**config.mk**
```make
export PLATFORM = sky130hd
export DESIGN_NAME = seg_scan_ctrl
export DESIGN_NICKNAME = d
export VERILOG_FILES = /design/src/rtl/seg_scan_ctrl.sv
export SDC_FILE = /design/constraint.sdc
export NUM_CORES = 1
export LEC_CHECK = 0
export ABC_AREA = 0
export BUFFER_PORTS_ARGS = -buffer_cell sky130_fd_sc_hd__buf_2
export CORE_UTILIZATION = 40
export DETAILED_ROUTE_END_ITERATION = 10
export SYNTH_ARGS = -nofsm -noshare
export SYNTH_HDL_FRONTEND = slang
export SYNTH_SLANG_ARGS = --single-unit
```
**constraint.sdc**
```tcl
create_clock -name CLK -period 3.8 [get_ports CLK]
set_clock_uncertainty 0.15 [all_clocks]
set_input_delay 0.19 -clock CLK [delete_from_list [all_inputs] [get_ports CLK]]
set_output_delay 0.19 -clock CLK [all_outputs]
set_load 0.02 [all_outputs]
```
**src/rtl/seg_scan_ctrl.sv**
```systemverilog
// Time-multiplexed 7-segment scan controller with a tear-free shadow/commit display register.
// Optional build macro LEADING_ZERO_BLANK_EN: blank leading zero digits (digit 0 always shown).
module seg_scan_ctrl #(
  parameter int DIGITS    = 4,
  parameter int DIV       = 1024,
  parameter int BLANK_CYC = 16
) (
  input  logic                  CLK,
  input  logic                  RST,
  input  logic                  EN,
  input  logic                  LOAD,
  input  logic [4*DIGITS-1:0]   DIN,
  output logic [6:0]            SEG,
  output logic [DIGITS-1:0]     SEL,
  output logic                  FRAME,
  output logic [1:0]            dbg_state
);

  localparam int PW = (DIV > 1) ? $clog2(DIV) : 1;
  localparam int IW = (DIGITS > 1) ? $clog2(DIGITS) : 1;
  localparam logic [PW-1:0] PH_LAST       = PW'(DIV - 1);
  localparam logic [PW-1:0] PH_BLANK_LAST = PW'(BLANK_CYC - 1);
  localparam logic [IW-1:0] IDX_LAST      = IW'(DIGITS - 1);

  typedef enum logic [1:0] {
    IDLE  = 2'd0,
    BLANK = 2'd1,
    SHOW  = 2'd2
  } state_t;

  state_t                state_q, state_d;
  logic [PW-1:0]         phase_q, phase_d;
  logic [IW-1:0]         idx_q, idx_d;
  logic [4*DIGITS-1:0]   shadow_q, shadow_d;
  logic [4*DIGITS-1:0]   disp_q, disp_d;
  logic                  pend_q, pend_d;
  logic [6:0]            seg_d;
  logic [DIGITS-1:0]     sel_d;
  logic                  frame_d;

  assign dbg_state = state_q;

  function automatic logic [6:0] seg_decode(input logic [3:0] nib);
    case (nib)
      4'h0: seg_decode = 7'b1111110;
      4'h1: seg_decode = 7'b0110000;
      4'h2: seg_decode = 7'b1101101;
      4'h3: seg_decode = 7'b1111001;
      4'h4: seg_decode = 7'b0110011;
      4'h5: seg_decode = 7'b1011011;
      4'h6: seg_decode = 7'b1011111;
      4'h7: seg_decode = 7'b1110000;
      4'h8: seg_decode = 7'b1111111;
      4'h9: seg_decode = 7'b1111011;
      4'hA: seg_decode = 7'b1110111;
      4'hB: seg_decode = 7'b0011111;
      4'hC: seg_decode = 7'b1001110;
      4'hD: seg_decode = 7'b0111101;
      4'hE: seg_decode = 7'b1001111;
      default: seg_decode = 7'b1000111;
    endcase
  endfunction

  // Scan sequencing: each slot is BLANK_CYC dark cycles then lit until phase DIV-1.
  always_comb begin
    state_d = state_q;
    phase_d = phase_q;
    idx_d   = idx_q;
    if (state_q != IDLE && !EN) begin
      state_d = IDLE;
      phase_d = '0;
      idx_d   = '0;
    end else begin
      case (state_q)
        IDLE: begin
          phase_d = '0;
          idx_d   = '0;
          if (EN) state_d = BLANK;
        end
        BLANK: begin
          phase_d = phase_q + PW'(1);
          if (phase_q == PH_BLANK_LAST) state_d = SHOW;
        end
        SHOW: begin
          if (phase_q == PH_LAST) begin
            phase_d = '0;
            idx_d   = (idx_q == IDX_LAST) ? '0 : idx_q + IW'(1);
            state_d = BLANK;
          end else begin
            phase_d = phase_q + PW'(1);
          end
        end
        default: begin
          state_d = IDLE;
          phase_d = '0;
          idx_d   = '0;
        end
      endcase
    end
  end

  // LOAD is a single-cycle strobe with no backpressure: DIN lands in the shadow
  // and is committed on the frame-wrap edge (FRAME high) or at once while idle.
  always_comb begin
    disp_d   = disp_q;
    shadow_d = shadow_q;
    pend_d   = pend_q;
    if (FRAME) begin
      if (LOAD) begin
        disp_d   = DIN;
        shadow_d = DIN;
        pend_d   = 1'b0;
      end else if (pend_q) begin
        disp_d = shadow_q;
        pend_d = 1'b0;
      end
    end else begin
      if (state_q == IDLE && pend_q) begin
        disp_d = shadow_q;
        pend_d = 1'b0;
      end
      if (LOAD) begin
        shadow_d = DIN;
        pend_d   = 1'b1;
      end
    end
  end

  // Outputs are computed from next-state values so the registers line up with the state.
  always_comb begin
    sel_d   = '0;
    seg_d   = '0;
    frame_d = 1'b0;
    if (state_d == SHOW) begin
      sel_d   = DIGITS'(1) << idx_d;
      seg_d   = seg_decode(disp_d[{idx_d, 2'b00} +: 4]);
`ifdef LEADING_ZERO_BLANK_EN
      if (idx_d != '0 && (disp_d >> {idx_d, 2'b00}) == '0) seg_d = '0;
`endif
      frame_d = (idx_d == IDX_LAST) && (phase_d == PH_LAST);
    end
  end

  always_ff @(posedge CLK) begin
    if (RST) begin
      state_q  <= EN ? BLANK : IDLE;
      phase_q  <= '0;
      idx_q    <= '0;
      shadow_q <= '0;
      disp_q   <= '0;
      pend_q   <= 1'b0;
      SEG      <= '0;
      SEL      <= '0;
      FRAME    <= 1'b0;
    end else begin
      state_q  <= state_d;
      phase_q  <= phase_d;
      idx_q    <= idx_d;
      shadow_q <= shadow_d;
      disp_q   <= disp_d;
      pend_q   <= pend_d;
      SEG      <= seg_d;
      SEL      <= sel_d;
      FRAME    <= frame_d;
    end
  end

endmodule

```
==> results of run 1 <==
[repair_timing]
item	CTS	global route
hold buffers	15	0
resized for setup	0	0
hold endpoints to repair	15	0
setup buffers	0	0
[stage by stage]
stage / cell area, um2 / hold slack, ns / total power, mW
finish: 3840 / 0.00718 / 1.45
global route: 3840 / 0.00602 / 1.52
CTS: 3840 / 0.00200 / 1.47
detailed placement: 3460 / 0.301 / 0.797
global placement: 3460 / 0.291 / 0.795
floorplan: 3260 / 0.122 / 0.760
[layer usage]
metal  vias up  GRT usage  routed length, um
li1       1355          -                  -
met1      1232      0.244               3520
met2        65      0.308               3440
met3        10     0.0386                316
met4         0     0.0703                110
met5         -          0                  0
[layout by cell type, fill, tap and decap left out, types with 5 or more instances in the layout]
cell type      instances
a21oi_1               31
a31oi_1                6
buf_2                 33
buf_4                  5
clkbuf_8              11
dfxtp_1               59
dlygate4sd3_1         15
ha_1                  13
inv_1                 11
mux2i_1               36
nand2_1               31
nand2b_1              17
nand3_1               13
nor2_1                21
nor2b_1               16
nor3_1                 5
o211a_1               12
o211ai_1               5
xnor2_1                5
xor2_1                 5
[path summary, 6_finish.rpt]
check / depth (start not counted) / endpoint / slack, ns
worst min-delay path: 3 / shadow_q[4] / 0.007
worst min register to register: 1 / phase_q[0] / 0.31
worst max register to register: 12 / SEG[3] / 0.30
worst max-delay path: 12 / SEG[3] / 0.30
[area by class of cell]
type                       instances  area (um2)  area share
clock buffer                      12         155      0.0404
sequential                        59        1180       0.308
clock inverter                     4        72.6      0.0189
inverter                          11        41.3      0.0108
tap                              102         128      0.0333
multi-input combinational        266        1910       0.497
timing repair buffer              53         353      0.0920
[flip-flops by register name, summed over array words and instances (netlist names)]
signal	cells
disp_q	16
idx_q	2
dbg_state	2
pend_q	1
FRAME	1
shadow_q	16
SEG	7
phase_q	10
SEL	4
[power by group]
group / total [mW] / internal, mW / switching (mW)
Combinational: 0.148 / 0.0667 / 0.0809
Sequential: 0.648 / 0.634 / 0.0140
Clock: 0.657 / 0.404 / 0.253
[logic make-up (layout without fill, tap and decap cells)]
kind of cell	Yosys count	after routing	synth area share
XOR/XNOR	10	10	0.0268
flip-flops	59	59	0.362
AND/OR/NAND/NOR	127	127	0.209
buffers and inverters	36	80	0.0541
adder cells (fa/ha/maj)	13	13	0.0498
AO/OA/AOI/OAI	76	76	0.174
multiplexers	40	40	0.124
[worst max-delay path, cell delays in order, from the launching register on]
cell and delay (ns):
dfxtp_1 0.40, inv_1 0.08, ha_1 0.28, a21boi_0 0.18
o21a_1 0.24, o31ai_4 0.62, mux2i_1 0.19, mux2_2 0.35
inv_1 0.14, ha_1 0.21, inv_1 0.08, mux2_2 0.27
a22o_1 0.20
==> impl_metrics.py, run 1 <==
metrics = {
    "global_route": {
        "grt_pass1_vias": 2657,
        "grt_first_pass_wirelength_um": 12700,
        "track_usage": 0.189,
        "grt_start_max_net_pins": 50,
        "antenna_found_initial": 0,
        "grt_overflow_total": 0,
    },
    "die": {
        "io_pins": 34,
        "coreArea_um2": 7810,
        "die-area_um2": 8520,
        "die_h_um": 92.3,
        "chipWidth_um": 92.3,
        "start_util": 0.418,
        "rows": 32,
    },
    "sta": {
        "rsz0062_at_grt": "no",
        "layout_min_cycle_time_ns": 3.50,
        "fmax_ghz": 0.286,
        "setup_tns_ns": 0,
        "timing.final.crit_share": 0.920,
        "relSlewSlack": 0.464,
        "worst_slew_pin_slew_ns": 0.804,
        "fin_ws_ns": 0.305,
        "final_max_slew_viol_count": 0,
        "setup_viol": 0,
        "hold_violations": 0,
    },
    "yosys": {
        "synth_area_leaders": "dfxtp_1, mux2i_1, ha_1",
        "synth_top_area_frac": 0.362,
        "ys_types": 53,
        "synthCells": 361,
        "synth-seq-cells": 59,
        "synth_edf_count": 0,
        "synth_nets": 394,
        "synthArstFlopShare": 0,
        "yosysMostFrequentCell": "dfxtp_1",
        "ys.flop_type": "dfxtp_1",
        "synth_top_area_cell": "dfxtp_1",
        "synthTopCellsByCount": "dfxtp_1, mux2i_1, a21oi_1, nand2_1, nor2_1",
        "synth_area_um2": 3260,
        "avgSynthCellArea_um2": 9.04,
        "synth_seq_area_share": 0.362,
        "ys_warn_count": 0,
    },
    "job": {
        "max_cap_violations": 0,
    },
    "critical_path": {
        "crit_start": "dbg_state[0]",
        "regToRegStartpoint": "dbg_state[0]",
        "end_kind": "flip-flop",
        "worstPathMaxFanout": 11,
        "cp-start-kind": "flip-flop",
        "cp_data_arrival_time_ns": 3.58,
        "crit_required_ns": 3.88,
        "crit_type": "reg2reg",
    },
    "pwr": {
        "power_leakage_nw": 1.77,
        "irDropWorstVdd_v": 0.000147,
        "p_per_area_nw_per_um2": 379,
    },
    "place": {
        "io_buffers": 33,
        "dp.cells": 476,
        "place_hpwl_um": 4840,
        "pre_cts_slack_ns": 0.332,
        "place.gp.congestion": 0.827,
    },
    "clock_network": {
        "cts_tree": "yes",
        "cts-root-buf": "clkbuf_8",
        "worstSkewPairLatency_ns": 0.34,
        "clkTransAtPathRegs_ns": 0.07,
        "htreeDepth": 3,
        "cts_buffer_depth": 2,
        "cts_made_buffers": 9,
        "cts.sinks": 59,
    },
    "routing": {
        "via_count": 2662,
        "via_per_inst": 5.25,
        "drc_errors": 0,
        "wl_per_cell_um": 14.6,
        "wl_um": 7390,
        "ant_nets": 0,
        "drt-pass1-iter-count": 4,
        "drt_iter0_markers": 137,
    },
    "finish": {
        "utilization": 0.491,
        "antenna_cells": 0,
        "syn_to_final_growth_pct": 17.6,
        "nets": 433,
        "fin_cells": 507,
        "drive_above_1_share": 0.160,
        "n_fill_cell": 739,
    },
    "worst_hold_path": {
        "hp-class": "in2reg",
        "min_from": "DIN[4]",
    },
    "status": {
        "run_status": "finished clean",
    },
}
No activity file was read; power rests on OpenSTA's default activity.
==> run 2: changes to the inputs <==
- PLACE_DENSITY_LB_ADDON: default -> 0.2
==> impl_metrics.py, run 2 (synthesized netlist as in run 1, its figures left out) <==
metrics = {
    "routing": {
        "ant_nets": 0,
        "drt-pass1-iter-count": 4,
        "wl_per_cell_um": 13.9,
        "drc_errors": 0,
        "drt_iter0_markers": 101,
        "wl_um": 7050,
        "via_count": 2619,
        "via_per_inst": 5.15,
    },
    "clock_network": {
        "worstSkewPairLatency_ns": 0.33,
        "htreeDepth": 3,
        "cts_made_buffers": 9,
        "cts_tree": "yes",
        "cts_resized": 0,
        "clkTransAtPathRegs_ns": 0.07,
        "cts-root-buf": "clkbuf_8",
        "cts_buffer_depth": 2,
        "post_cts_buffers": 0,
        "ctsHoldBuffers": 17,
        "cts.sinks": 59,
    },
    "finish": {
        "fin_area_um2": 3820,
        "final_common_cell": "dfxtp_1",
        "antenna_cells": 0,
        "nets": 435,
        "syn_to_final_growth_pct": 17.0,
        "n_fill_cell": 769,
        "mostFrequentLayoutCells": "dfxtp_1, mux2i_1, buf_2",
        "drive_above_1_share": 0.162,
        "utilization": 0.489,
        "reg.largest.list": "disp_q (16), shadow_q (16), phase_q (10)",
    },
    "die": {
        "chipWidth_um": 92.3,
        "io_pins": 34,
        "die-area_um2": 8520,
        "coreArea_um2": 7810,
        "start_util": 0.418,
        "rows": 32,
        "die_h_um": 92.3,
    },
    "sta": {
        "final_max_slew_viol_count": 0,
        "setup_viol": 0,
        "fin_ws_ns": 0.399,
        "relSlewSlack": 0.468,
        "timing.final.crit_share": 0.895,
        "worst_slew_pin_slew_ns": 0.799,
        "hold_violations": 0,
        "fmax_ghz": 0.294,
        "rsz0062_at_grt": "no",
        "setup_tns_ns": 0,
        "fin_hold_ws_ns": 0.280,
        "layout_min_cycle_time_ns": 3.40,
    },
    "worst_hold_path": {
        "holdPathStages": 2,
        "worst_hold_path.endpoint": "idx_q[0]",
        "hp-class": "in2reg",
        "min_from": "RST",
    },
    "pwr": {
        "power_leakage_nw": 1.76,
        "p_per_area_nw_per_um2": 350,
        "irDropWorstVdd_v": 0.000182,
    },
    "critical_path": {
        "rrSetupSlack_ns": 0.40,
        "reg2regPathDepth": 12,
        "regToRegStartpoint": "dbg_state[0]",
        "worstPathMaxFanout": 11,
        "crit_type": "reg2reg",
        "r2r_end": "SEG[3]",
        "cp_data_arrival_time_ns": 3.48,
        "crit_required_ns": 3.88,
        "end_kind": "flip-flop",
        "cp-start-kind": "flip-flop",
    },
    "place": {
        "pre_cts_slack_ns": 0.379,
        "place_hpwl_um": 4710,
        "detailed_place.area_um2": 3460,
        "place.gp.congestion": 0.774,
        "io_buffers": 33,
    },
    "global_route": {
        "antenna_found_initial": 0,
        "grt_first_pass_wirelength_um": 11900,
        "track_usage": 0.177,
        "grt_pass1_vias": 2519,
        "grt_start_max_net_pins": 50,
        "grt_overflow_total": 0,
    },
    "status": {
        "run_status": "finished clean",
    },
    "job": {
        "max_cap_violations": 0,
    },
}
run 2: cell types whose count changed in the layout (fill, tap and decap cells not counted):
cell	change
bufinv_16	-2
clkbuf_1	-1
clkbuf_8	+1
clkinv_2	+2
clkinv_4	+1
clkinvlp_4	-1
dlygate4sd3_1	+2
run 2: power breakdown:
part           switching [mW]  internal (mW)
clock network           0.253          0.288
logic                  0.0800         0.0679
registers              0.0129          0.634
total                   0.346          0.990
run 2: metal layers:
layer / vias to the layer above / GRT usage / routed length [um]
li1: 1360 / - / -
met1: 1206 / 0.235 / 3610
met2: 49 / 0.280 / 3110
met3: 4 / 0.0419 / 291
met4: 0 / 0.0586 / 43
met5: - / 0 / 0
run 2: worst max-delay path, stage by stage, from the launching register on:
cell and delay (ns):
dfxtp_1 0.39, inv_1 0.08, ha_1 0.28, and3_1 0.24, and4_1 0.23, o31ai_4 0.53, mux2i_1 0.19, mux2_2 0.35
inv_1 0.11, ha_1 0.20, inv_1 0.08, mux2_2 0.27, a22o_1 0.19
run 2: worst max path at each step:
stage | startpoint | to | slack (ns) | cells after the start
5_1_grt | dbg_state[0] | SEG[3] | 0.17 | 12
6_report | dbg_state[0] | SEG[3] | 0.40 | 12
2_1_floorplan | dbg_state[0] | SEG[3] | 0.75 | 14
3_5_place_dp | dbg_state[0] | SEG[3] | 0.38 | 12
4_1_cts | dbg_state[0] | SEG[3] | 0.38 | 12
3_3_place_gp | dbg_state[1] | SEG[3] | 0.50 | 10
run 2: per-stage QoR:
| stage | power, mW | cells |
|---|---|---|
| final | 1.34 | 509 |
| after floorplan | 0.760 | 361 |
| after detailed placement | 0.797 | 476 |
| after global placement | 0.794 | 476 |
| after CTS | 1.35 | 509 |
| after global routing | 1.40 | 509 |
run 2: area by class of cell:
| type | instances | area [um2] | area share |
|---|---|---|---|
| repair buffers | 55 | 373 | 0.0977 |
| clock inverters | 4 | 23.8 | 0.00623 |
| multi-input cells | 266 | 1910 | 0.499 |
| clock buffers | 12 | 165 | 0.0433 |
| inverters | 11 | 41.3 | 0.0108 |
| flip-flops and latches | 59 | 1180 | 0.309 |
| well taps | 102 | 128 | 0.0334 |
==> run 3: changes to the inputs <==
- CORE_ASPECT_RATIO: default -> 0.9
==> impl_metrics.py, run 3 (synthesized netlist as in run 1, its figures left out) <==
metrics = {
    "status": {
        "run_status": "finished clean",
    },
    "finish": {
        "syn_to_final_growth_pct": 18.6,
        "antenna_cells": 0,
        "fin_cells": 503,
        "seq_area_um2": 1180,
        "reg.largest.list": "disp_q (16), shadow_q (16), phase_q (10)",
        "multi_input_area_um2": 1910,
        "final_common_cell": "dfxtp_1",
        "utilization": 0.500,
        "n_fill_cell": 740,
        "drive_above_1_share": 0.162,
        "mostFrequentLayoutCells": "dfxtp_1, mux2i_1, buf_2",
        "fin_area_um2": 3870,
        "nets": 435,
    },
    "routing": {
        "wl_per_cell_um": 14.1,
        "wl_um": 7070,
        "via_per_inst": 5.23,
        "ant_nets": 0,
        "drt-pass1-iter-count": 5,
        "via_count": 2633,
        "drc_errors": 0,
        "drt_iter0_markers": 110,
    },
    "sta": {
        "timing.final.crit_share": 0.895,
        "fin_hold_ws_ns": 0.279,
        "setup_viol": 0,
        "final_max_slew_viol_count": 0,
        "fin_ws_ns": 0.398,
        "worst_slew_pin_slew_ns": 0.815,
        "layout_min_cycle_time_ns": 3.40,
        "setup_tns_ns": 0,
        "fmax_ghz": 0.294,
        "rsz0062_at_grt": "no",
        "relSlewSlack": 0.457,
        "hold_violations": 0,
    },
    "pwr": {
        "power_leakage_nw": 1.78,
        "p_per_area_nw_per_um2": 389,
        "irDropWorstVdd_v": 0.000201,
        "p_total_mw": 1.51,
        "switching_share": 0.232,
        "seq_power_share": 0.429,
        "power.internal_mw": 1.16,
        "clkPwrFrac": 0.471,
        "switching_power_mw": 0.349,
        "pwr-share-comb": 0.100,
    },
    "critical_path": {
        "critical_path.cell_chain": "inv_1 > ha_1 > and3_1 > and4_1 > o31ai_4 > mux2i_1 > mux2_2 > inv_1 > ha_1 > inv_1 > mux2_2 > a22o_1",
        "cp_num_cells": 12,
        "cp-start-kind": "flip-flop",
        "cpPeakStageDelay_ns": 0.52,
        "crit_start": "dbg_state[0]",
        "end_kind": "flip-flop",
        "crit_family": "multiplexers",
        "cp_data_arrival_time_ns": 3.48,
        "cp_num_buf_inv": 3,
        "crit_required_ns": 3.88,
        "rrSetupSlack_ns": 0.40,
        "crit_top_cell": "inv_1",
        "crit_type": "reg2reg",
        "cp_slowest_cell": "o31ai_4",
        "worstPathMaxFanout": 11,
        "r2r_end": "SEG[3]",
        "regToRegStartpoint": "dbg_state[0]",
        "reg2regPathDepth": 12,
        "crit_end": "SEG[3]",
    },
    "place": {
        "dp.cells": 470,
        "io_buffers": 33,
        "detailed_place.area_um2": 3450,
        "place.gp.congestion": 0.840,
        "place_hpwl_um": 4660,
        "pre_cts_slack_ns": 0.426,
    },
    "die": {
        "start_util": 0.422,
        "io_pins": 34,
        "die-area_um2": 8520,
        "coreArea_um2": 7730,
        "die_h_um": 87.7,
        "rows": 30,
        "chipWidth_um": 97.2,
    },
    "worst_hold_path": {
        "hp-class": "in2reg",
    },
    "global_route": {
        "grt_pass1_vias": 2493,
        "track_usage": 0.176,
        "grt_first_pass_wirelength_um": 12000,
        "grt_overflow_total": 0,
        "antenna_found_initial": 0,
        "grt_start_max_net_pins": 50,
    },
    "clock_network": {
        "htreeDepth": 3,
        "cts_made_buffers": 9,
        "cts_buffer_depth": 2,
        "cts_tree": "yes",
        "cts-root-buf": "clkbuf_8",
        "worstSkewPairLatency_ns": 0.34,
        "cts.sinks": 59,
        "cts_resized": 0,
        "clkTransAtPathRegs_ns": 0.07,
    },
    "job": {
        "max_cap_violations": 0,
    },
}
-- run 3: cell count changes in the layout (fill, tap and decap cells not counted) --
cell        change
clkinv_4        -1
bufinv_16       +3
clkbuf_8        -2
clkinv_2        -2
clkinvlp_4      +1
inv_6           +1
-- run 3: what timing repair did --
item	CTS	global route
buffers inserted	0	0
hold buffers	17	0
endpoints found under the hold margin	17	0
-- run 3: power groups by stage --
stage / clock network, mW / logic [mW] / registers (mW)
3_3_place_gp: 0 / 0.137 / 0.659
6_report: 0.709 / 0.151 / 0.646
4_1_cts: 0.730 / 0.152 / 0.646
5_1_grt: 0.763 / 0.168 / 0.648
3_5_place_dp: 0 / 0.138 / 0.660
2_1_floorplan: 0 / 0.101 / 0.658
-- run 3: area by class of cell --
class	instances	area share
Clock buffer	10	0.0356
Clock inverter	6	0.0288
Inverter	11	0.0107
Multi-Input combinational cell	266	0.492
Sequential cell	59	0.305
Tap cell	96	0.0310
Timing Repair Buffer	55	0.0963
-- run 3: routing by layer --
layer | wire length, um | track usage | vias to the layer above
li1 | - | - | 1359
met2 | 3070 | 0.269 | 48
met4 | 59 | 0.0583 | 0
met3 | 236 | 0.0479 | 4
met5 | 0 | 0 | -
met1 | 3710 | 0.242 | 1222
-- run 3: how the worst min path moves through the flow --
stage,startpoint,end,slack (ns),cells past startpoint
6_report,RST,idx_q[1],0.28,2
5_1_grt,RST,idx_q[1],0.31,2
4_1_cts,RST,idx_q[1],0.27,2
3_5_place_dp,phase_q[0],phase_q[0],0.30,1
3_3_place_gp,phase_q[0],phase_q[0],0.29,1
2_1_floorplan,RST,dbg_state[1],0.12,1
